===== src/rtl/pacman_motion_controller.sv =====
// Pacman position and game-phase controller: steps the sprite once per video frame
// from synchronized buttons, honouring wall-collision and coin-completion flags.
module pacman_motion_controller #(
  parameter int START_X     = 310,
  parameter int START_Y     = 230,
  parameter int SPRITE_SIZE = 22,
  parameter int SCREEN_W    = 640,
  parameter int SCREEN_H    = 480,
  parameter int STEP        = 1
) (
  input  logic       clk,
  input  logic       reset,
  input  logic       frame_end,
  input  logic       BTNU,
  input  logic       BTND,
  input  logic       BTNL,
  input  logic       BTNR,
  input  logic       BTNC,
  input  logic       canNotMove,
  input  logic       isDoneCollecting,
  output logic [9:0] pacman_x,
  output logic [8:0] pacman_y,
  output logic [2:0] direction,
  output logic [1:0] game_state,
  output logic       show_title,
  output logic       move_pulse
);

  typedef enum logic [1:0] {TITLE = 2'd0, PLAY = 2'd1, WON = 2'd2} state_t;
  typedef enum logic [2:0] {NONE = 3'd0, UP = 3'd1, DOWN = 3'd2, LEFT = 3'd3, RIGHT = 3'd4} dir_t;

  localparam logic [10:0] MAX_X = 11'(SCREEN_W - SPRITE_SIZE);
  localparam logic [10:0] MAX_Y = 11'(SCREEN_H - SPRITE_SIZE);
  localparam logic [10:0] STEP_W = 11'(STEP);

  // Bit order: {frame_end, BTNC, BTNR, BTNL, BTND, BTNU}
  logic [5:0] r_sync1, r_sync2;
  logic       r_frameDly, r_startDly;
  state_t     r_state, w_nextState;
  dir_t       r_dir, w_nextDir;
  logic [9:0] r_x, w_nextX;
  logic [8:0] r_y, w_nextY;
  logic       r_showTitle, r_movePulse, w_nextPulse;
  logic       w_tick, w_start;
  logic [10:0] w_xExt, w_yExt, w_candX, w_candY;

  assign w_tick  = r_sync2[5] & ~r_frameDly;
  assign w_start = r_sync2[4] & ~r_startDly;
  assign w_xExt  = {1'b0, r_x};
  assign w_yExt  = {2'b0, r_y};

  // Candidate position uses the direction registered before this cycle, saturated to the screen.
  always_comb begin
    w_candX = w_xExt;
    w_candY = w_yExt;
    case (r_dir)
      UP:      w_candY = (w_yExt < STEP_W) ? 11'd0 : w_yExt - STEP_W;
      DOWN:    w_candY = (w_yExt + STEP_W > MAX_Y) ? MAX_Y : w_yExt + STEP_W;
      LEFT:    w_candX = (w_xExt < STEP_W) ? 11'd0 : w_xExt - STEP_W;
      RIGHT:   w_candX = (w_xExt + STEP_W > MAX_X) ? MAX_X : w_xExt + STEP_W;
      default: ;
    endcase
  end

  always_comb begin
    w_nextState = r_state;
    w_nextDir   = r_dir;
    w_nextX     = r_x;
    w_nextY     = r_y;
    w_nextPulse = 1'b0;
    case (r_state)
      TITLE: begin
        w_nextX   = 10'(START_X);
        w_nextY   = 9'(START_Y);
        w_nextDir = NONE;
        if (w_start) w_nextState = PLAY;
      end
      PLAY: begin
        if (isDoneCollecting) begin
          w_nextState = WON;
          w_nextDir   = NONE;
        end else begin
          if (r_sync2[0])      w_nextDir = UP;
          else if (r_sync2[1]) w_nextDir = DOWN;
          else if (r_sync2[2]) w_nextDir = LEFT;
          else if (r_sync2[3]) w_nextDir = RIGHT;
          if (w_tick && r_dir != NONE) begin
            if (canNotMove) begin
              w_nextDir = NONE;
            end else begin
              w_nextX     = w_candX[9:0];
              w_nextY     = w_candY[8:0];
              w_nextPulse = (w_candX[9:0] != r_x) || (w_candY[8:0] != r_y);
            end
          end
        end
      end
      WON: begin
        w_nextDir = NONE;
        if (w_start) begin
          w_nextState = TITLE;
          w_nextX     = 10'(START_X);
          w_nextY     = 9'(START_Y);
        end
      end
      default: w_nextState = TITLE;
    endcase
  end

  always_ff @(posedge clk) begin
    if (reset) begin
      r_sync1     <= '0;
      r_sync2     <= '0;
      r_frameDly  <= 1'b0;
      r_startDly  <= 1'b0;
      r_state     <= TITLE;
      r_dir       <= NONE;
      r_x         <= 10'(START_X);
      r_y         <= 9'(START_Y);
      r_showTitle <= 1'b1;
      r_movePulse <= 1'b0;
    end else begin
      r_sync1     <= {frame_end, BTNC, BTNR, BTNL, BTND, BTNU};
      r_sync2     <= r_sync1;
      r_frameDly  <= r_sync2[5];
      r_startDly  <= r_sync2[4];
      r_state     <= w_nextState;
      r_dir       <= w_nextDir;
      r_x         <= w_nextX;
      r_y         <= w_nextY;
      r_showTitle <= (w_nextState == TITLE);
      r_movePulse <= w_nextPulse;
    end
  end

  assign pacman_x   = r_x;
  assign pacman_y   = r_y;
  assign direction  = r_dir;
  assign game_state = r_state;
  assign show_title = r_showTitle;
  assign move_pulse = r_movePulse;

endmodule

===== config.mk =====
export PLATFORM = sky130hd
export DESIGN_NAME = pacman_motion_controller
export DESIGN_NICKNAME = d
export VERILOG_FILES = /design/src/rtl/pacman_motion_controller.sv
export SDC_FILE = /design/constraint.sdc
export NUM_CORES = 1
export LEC_CHECK = 0
export CAP_MARGIN = 30
export CORE_MARGIN = 4
export CORE_UTILIZATION = 50
export CTS_CLUSTER_DIAMETER = 100
export DETAILED_ROUTE_END_ITERATION = 10
export PLACE_DENSITY_LB_ADDON = 0.3
export SLEW_MARGIN = 20
export SYNTH_ARGS = -nofsm -noshare
export SYNTH_HDL_FRONTEND = slang
export SYNTH_SLANG_ARGS = --single-unit

===== constraint.sdc =====
create_clock -name clk -period 4.19 [get_ports clk]
set_clock_uncertainty 0.2 [all_clocks]
set_input_delay 0.838 -clock clk [delete_from_list [all_inputs] [get_ports clk]]
set_output_delay 0.838 -clock clk [all_outputs]
set_load 0.05 [all_outputs]

==> flow_summary.yaml, run 1 <==
clock_network:
  root_buffer: "clkbuf_8"
  tritoncts: "done"
  cts_buffers: 5
  h-tree-depth: 2
  cts.sinks: 40
  cts_hold_buf: 0
  ctsResizeCount: 0
  path_clk_slew_ps: 90
  worstSkewPairLatency_ps: 310
  post-cts-setup-buffers: 0
  cts_buffer_depth: 2
worst_setup_path:
  path_cells: "ha_1 > nand4_1 > or3_1 > o211a_1 > or3_1 > a22oi_4 > o21ai_1 > a2111oi_0 > o22a_1"
  crit_buf_inv: 0
  crit_path_end_kind: "flop"
  start_kind: "flop"
  slowest_delay_ps: 570
  worst_r2r_path_depth: 9
  cp.required_ps: 4240
  crit_fanout: 13
  r2r_start: "pacman_y[1]"
  arrival_ps: 3660
  slowest_stage: "dfxtp_1"
  cp.depth: 9
  critPathTopFamily: "compound AO/OA/AOI/OAI gates"
  r2r_end: "pacman_y[3]"
  crit_end: "pacman_y[3]"
  r2r_slack_ps: 580
  crit_start: "pacman_y[1]"
  critPathMostFrequentCell: "or3_1"
  critical_path_class: "flop to flop"
synth:
  async_reset_ff_share_pct: 0
  synth_top_area_cell: "dfxtp_1"
  ys_ff_latch: 40
  syn-mean-instance-area_um2: 7.45
  syn_inst: 426
  synth-main-ff-cell: "dfxtp_1"
  syn_area_um2: 3170
  ys_top_cells_by_area: "dfxtp_1, nor2_1, a21oi_1, nand2_1, nor2b_1"
  yosys.cell_types.count: 72
  yosysSeqAreaShare_pct: 25.2
  synth_edf_count: 0
  syn_nets: 442
  synth_top_area_share_pct: 25.2
  yosysWarnings: 0
route:
  ant_nets: 0
  routed_wl_mm: 9.31
  via_per_inst: 6.79
  num_vias: 3462
  drt_iter0_drc: 556
  drc_errors: 0
  drt-pass1-iter-count: 5
  wire_per_inst_um: 18.3
timing:
  min_period_ps: 3610
  slew_headroom_pct: 58.0
  setup_viol: 0
  period_share_pct: 86.1
  rsz0062_at_grt: "no"
  hold_viol: 0
  max_freq_mhz: 277
  fin_setup_tns_ps: 0
  maxSlewViolCount: 0
  worst_slew_pin_slew_ps: 627
final_layout:
  area_growth_pct: 12.8
  utilization_pct: 59.4
  final_cell_mix: "nor2_1, dfxtp_1, clkdlybuf4s50_1, nand2_1, a21oi_1"
  multi_input_area_um2: 2150
  fill_cells: 587
  final_nets: 450
  regArea_um2: 801
  antenna_cells: 0
  mostFrequentLayoutCell: "nor2_1"
  drive_gt1_share_pct: 7.13
floorplan:
  initial_core_util_pct: 52.7
  coreArea_um2: 6030
  core.rowCount: 28
  die_w_um: 87.7
  ios: 36
  die_h_um: 87.7
  dieArea_um2: 7680
place:
  place_congestion: 1.03
  dp_hpwl_mm: 6.73
  portBuffers: 35
run:
  cap_violations: 0
grt:
  grt_pass1_vias: 3063
  grt_max_degree: 25
  grt_pass1_wl_mm: 15.2
  overflow: 0
  grt_util_all_layers_pct: 24.6
  antenna_found_initial: 0
worst_hold_path:
  hp-class: "flop to flop"
outcome:
  status: "completed"
power:
  p_leak_uw: 0.00127
  peakVddDrop_v: 0.000167
  power_uw: 726
  powerDensity_nw_per_um2: 203
## stage by stage
stage,hold WS (ps),cell area [um2],instances,setup WS (ps)
2_1_floorplan,214,3170,426,804
3_3_place_gp,216,3480,502,768
3_5_place_dp,225,3480,502,693
4_1_cts,225,3580,510,637
5_1_grt,247,3580,510,262
6_report,221,3580,510,581
## state kept, by name (all words and copies together) (netlist names)
register / flops
direction: 3
move_pulse: 1
pacman_y: 9
game_state: 2
pacman_x: 10
r_startDly: 1
show_title: 1
r_sync2: 6
r_frameDly: 1
r_sync1: 6
## kinds of logic (layout without fill, tap and decap cells)
family / Yosys count / in the layout / synth area share (%)
AO/OA/AOI/OAI: 145 / 145 / 33.3
XOR/XNOR: 7 / 7 / 1.93
adder cells (fa/ha/maj): 6 / 6 / 2.37
buffers and inverters: 50 / 59 / 6.86
flip-flops: 40 / 40 / 25.2
multiplexers: 2 / 2 / 0.631
AND/OR/NAND/NOR: 176 / 176 / 29.7
## final cells by class
type                    count  area share [%]
clock inverters             2           0.419
clock buffers               6            2.31
flip-flops and latches     40            22.4
well taps                  75            2.62
repair buffers             41            11.0
inverters                  10            1.05
multi-input cells         336            60.2
## cell usage after synthesis (4+ instances only)
cell	n
a211oi_1	6
a21o_1	4
a21oi_1	29
a22o_1	5
a22oi_1	6
a31oi_1	10
and3_1	6
buf_2	12
clkbuf_1	24
dfxtp_1	40
ha_1	6
inv_1	10
nand2_1	30
nand2b_1	7
nand3_1	13
nand3b_1	5
nand4_1	4
nor2_1	45
nor2b_1	18
nor3_1	13
nor3b_1	5
o211ai_1	6
o21ai_0	18
o221ai_1	5
o22ai_1	6
o31ai_1	5
or2_2	4
or3_1	8
xor2_1	4
## per-layer routing
metal | track usage [%] | up-vias | share of wire, %
met5 | 0 | - | 0
met4 | 7.95 | 0 | 1.8
met3 | 4.23 | 18 | 10
met2 | 37.8 | 223 | 45
met1 | 35.0 | 1607 | 43
li1 | - | 1614 | -
## power by group
group	internal, uW	switching, uW	total [uW]
clock network	134	152	285
registers	387	4.79	392
logic	21.6	27.1	48.7
## worst min path at each step
stage	start	endpoint	slack (ps)	cells after the start
3_5_place_dp	r_sync1[1]	r_sync2[1]	220	1
3_3_place_gp	r_sync1[1]	r_sync2[1]	220	1
6_report	r_sync1[1]	r_sync2[1]	220	1
5_1_grt	r_sync1[1]	r_sync2[1]	250	1
4_1_cts	r_sync1[1]	r_sync2[1]	220	1
2_1_floorplan	r_sync1[0]	r_sync2[0]	210	1
(Power assumes the default switching activity.)
==> run 2: changes to the inputs <==
--- a/config.mk
+++ b/config.mk
@@ -11,6 +11,7 @@
 export CTS_CLUSTER_DIAMETER = 100
 export DETAILED_ROUTE_END_ITERATION = 10
 export PLACE_DENSITY_LB_ADDON = 0.3
+export SKIP_LAST_GASP = 1
 export SLEW_MARGIN = 20
 export SYNTH_ARGS = -nofsm -noshare
 export SYNTH_HDL_FRONTEND = slang
==> constraint.sdc (replaced) <==
create_clock -name clk -period 4.19 [get_ports clk]
set_clock_uncertainty 0.2 [all_clocks]
set_input_delay 0.838 -clock clk [delete_from_list [all_inputs] [get_ports clk]]
set_output_delay 0.838 -clock clk [all_outputs]
set_load 0.02 [all_outputs]
==> results of run 2 <==
Same layout as run 1 (identical final DEF). Status: completed.
Main changes from that run: total power 726 uW -> 723 uW
==> run 3: changes to the inputs <==
--- a/config.mk
+++ b/config.mk
@@ -16,3 +16,4 @@
 export SYNTH_ARGS = -nofsm -noshare
 export SYNTH_HDL_FRONTEND = slang
 export SYNTH_SLANG_ARGS = --single-unit
+export TNS_END_PERCENT = 30
==> constraint.sdc (replaced) <==
create_clock -name clk -period 4.3 [get_ports clk]
set_clock_uncertainty 0.2 [all_clocks]
set_input_delay 0.86 -clock clk [delete_from_list [all_inputs] [get_ports clk]]
set_output_delay 0.86 -clock clk [all_outputs]
set_load 0.02 [all_outputs]
==> run 3 against run 2 <==
Net effect:
- highest routed layer unchanged
- global-route usage hardly changed
- worst hold slack improved by 20 ps
- register-to-register slack better by 180 ps
- final area up 1.3%
- first-iteration DRC count shrank 21%
- sequential share of layout area down 0.29 points
- largest cell class unchanged
- combinational power decreased by 4%
- count of clock-buffer cells in the layout decreased by 1
- total power up 9.4%
- sequential power fell by 3%
==> flow_summary.yaml, run 3 (synthesized netlist as in run 1, its figures left out) <==
outcome:
  status: "completed"
place:
  post_dp_cell_area_um2: 3500
  dp_hpwl_mm: 6.57
  place_congestion: 1.00
  portBuffers: 35
  dp.cells: 504
worst_setup_path:
  r2r_start: "pacman_y[1]"
  slowest_delay_ps: 590
  crit_fanout: 13
  r2r_slack_ps: 760
  cp.required_ps: 4340
  path_cells: "ha_1 > nand4_1 > or3_1 > o211a_1 > or3_1 > a22oi_4 > o21ai_1 > a2111oi_0 > o22a_1"
  arrival_ps: 3580
  critical_path_class: "flop to flop"
  crit_end: "pacman_y[3]"
  r2r_end: "pacman_y[3]"
  slowest_stage: "dfxtp_1"
  crit_start: "pacman_y[1]"
  critPathMostFrequentCell: "or3_1"
  start_kind: "flop"
  crit_path_end_kind: "flop"
  worst_r2r_path_depth: 9
clock_network:
  post-cts-setup-buffers: 0
  h-tree-depth: 2
  root_buffer: "clkbuf_8"
  cts_hold_buf: 0
  tritoncts: "done"
  ctsResizeCount: 0
  path_clk_slew_ps: 80
  cts_buffers: 5
  worstSkewPairLatency_ps: 290
  cts_buffer_depth: 2
  cts.sinks: 40
timing:
  maxSlewViolCount: 0
  setup_viol: 0
  slew_headroom_pct: 58.1
  rsz0062_at_grt: "no"
  worst_slew_pin_slew_ps: 628
  max_freq_mhz: 283
  hold_viol: 0
  min_period_ps: 3540
  period_share_pct: 82.3
  fin_setup_tns_ps: 0
route:
  ant_nets: 0
  wire_per_inst_um: 18.0
  drt-pass1-iter-count: 5
  drc_errors: 0
  routed_wl_mm: 9.19
  drt_iter0_drc: 441
  num_vias: 3419
  via_per_inst: 6.69
worst_hold_path:
  worstHoldPathCells: 1
  hp-class: "flop to flop"
final_layout:
  fin_cells: 511
  mostFrequentLayoutCell: "nor2_1"
  largest_reg_flops: 10
  utilization_pct: 60.2
  antenna_cells: 0
  final_cell_mix: "nor2_1, dfxtp_1, clkdlybuf4s50_1, nand2_1, a21oi_1"
  regArea_um2: 801
  fin_area_um2: 3630
  fill_cells: 550
  final_nets: 452
  area_growth_pct: 14.3
  multi_input_area_um2: 2150
  drive_gt1_share_pct: 7.34
power:
  powerDensity_nw_per_um2: 218
  p_leak_uw: 0.00130
  peakVddDrop_v: 0.000150
floorplan:
  die_w_um: 87.7
  core.rowCount: 28
  coreArea_um2: 6030
  ios: 36
  dieArea_um2: 7680
  die_h_um: 87.7
  initial_core_util_pct: 52.7
grt:
  grt_util_all_layers_pct: 24.7
  antenna_found_initial: 0
  grt_pass1_vias: 3177
  grt_max_degree: 38
  grt_pass1_wl_mm: 15.5
  overflow: 0
run:
  cap_violations: 0
[run 3: area by class of cell]
| type | instances | area share [%] |
|---|---|---|
| well taps | 75 | 2.59 |
| clock buffers | 5 | 1.90 |
| inverters | 10 | 1.04 |
| multi-input cells | 336 | 59.4 |
| flip-flops and latches | 40 | 22.1 |
| repair buffers | 43 | 11.3 |
| clock inverters | 2 | 1.66 |
[run 3: critical path, delay by kind of cell (launching register included)]
family                   cells  cell delay (ps)
flip-flops                   1              590
adder cells (fa/ha/maj)      1              430
AND/OR/NAND/NOR              3             1120
AO/OA/AOI/OAI                5             1160
[run 3: how the worst min path moves through the flow]
stage | from | to | slack (ps)
CTS | r_sync1[4] | r_sync2[4] | 240
global route | r_sync1[4] | r_sync2[4] | 260
global placement | r_sync1[2] | r_sync2[2] | 220
floorplan | r_sync1[0] | r_sync2[0] | 210
finish | r_sync1[4] | r_sync2[4] | 240
detailed placement | r_sync1[3] | r_sync2[3] | 230
[run 3: per-layer routing]
layer / routed length, um / GRT usage [%] / vias up / share of wire, %
li1: - / - / 1613 / -
met2: 4120 / 37.7 / 210 / 45
met1: 3920 / 34.6 / 1573 / 43
met5: 0 / 0 / - / 0
met4: 170 / 6.83 / 0 / 1.8
met3: 979 / 5.83 / 23 / 11
[run 3: stage by stage]
stage	total power [uW]	setup slack, ps	hold slack [ps]
floorplan	415	1160	214
global placement	433	770	216
detailed placement	434	678	228
CTS	795	825	244
global route	818	539	263
finish	791	762	241
[run 3: power breakdown]
part | switching, uW | internal, uW
logic | 22.8 | 21.1
clock network | 137 | 229
registers | 4.26 | 377
total | 164 | 627
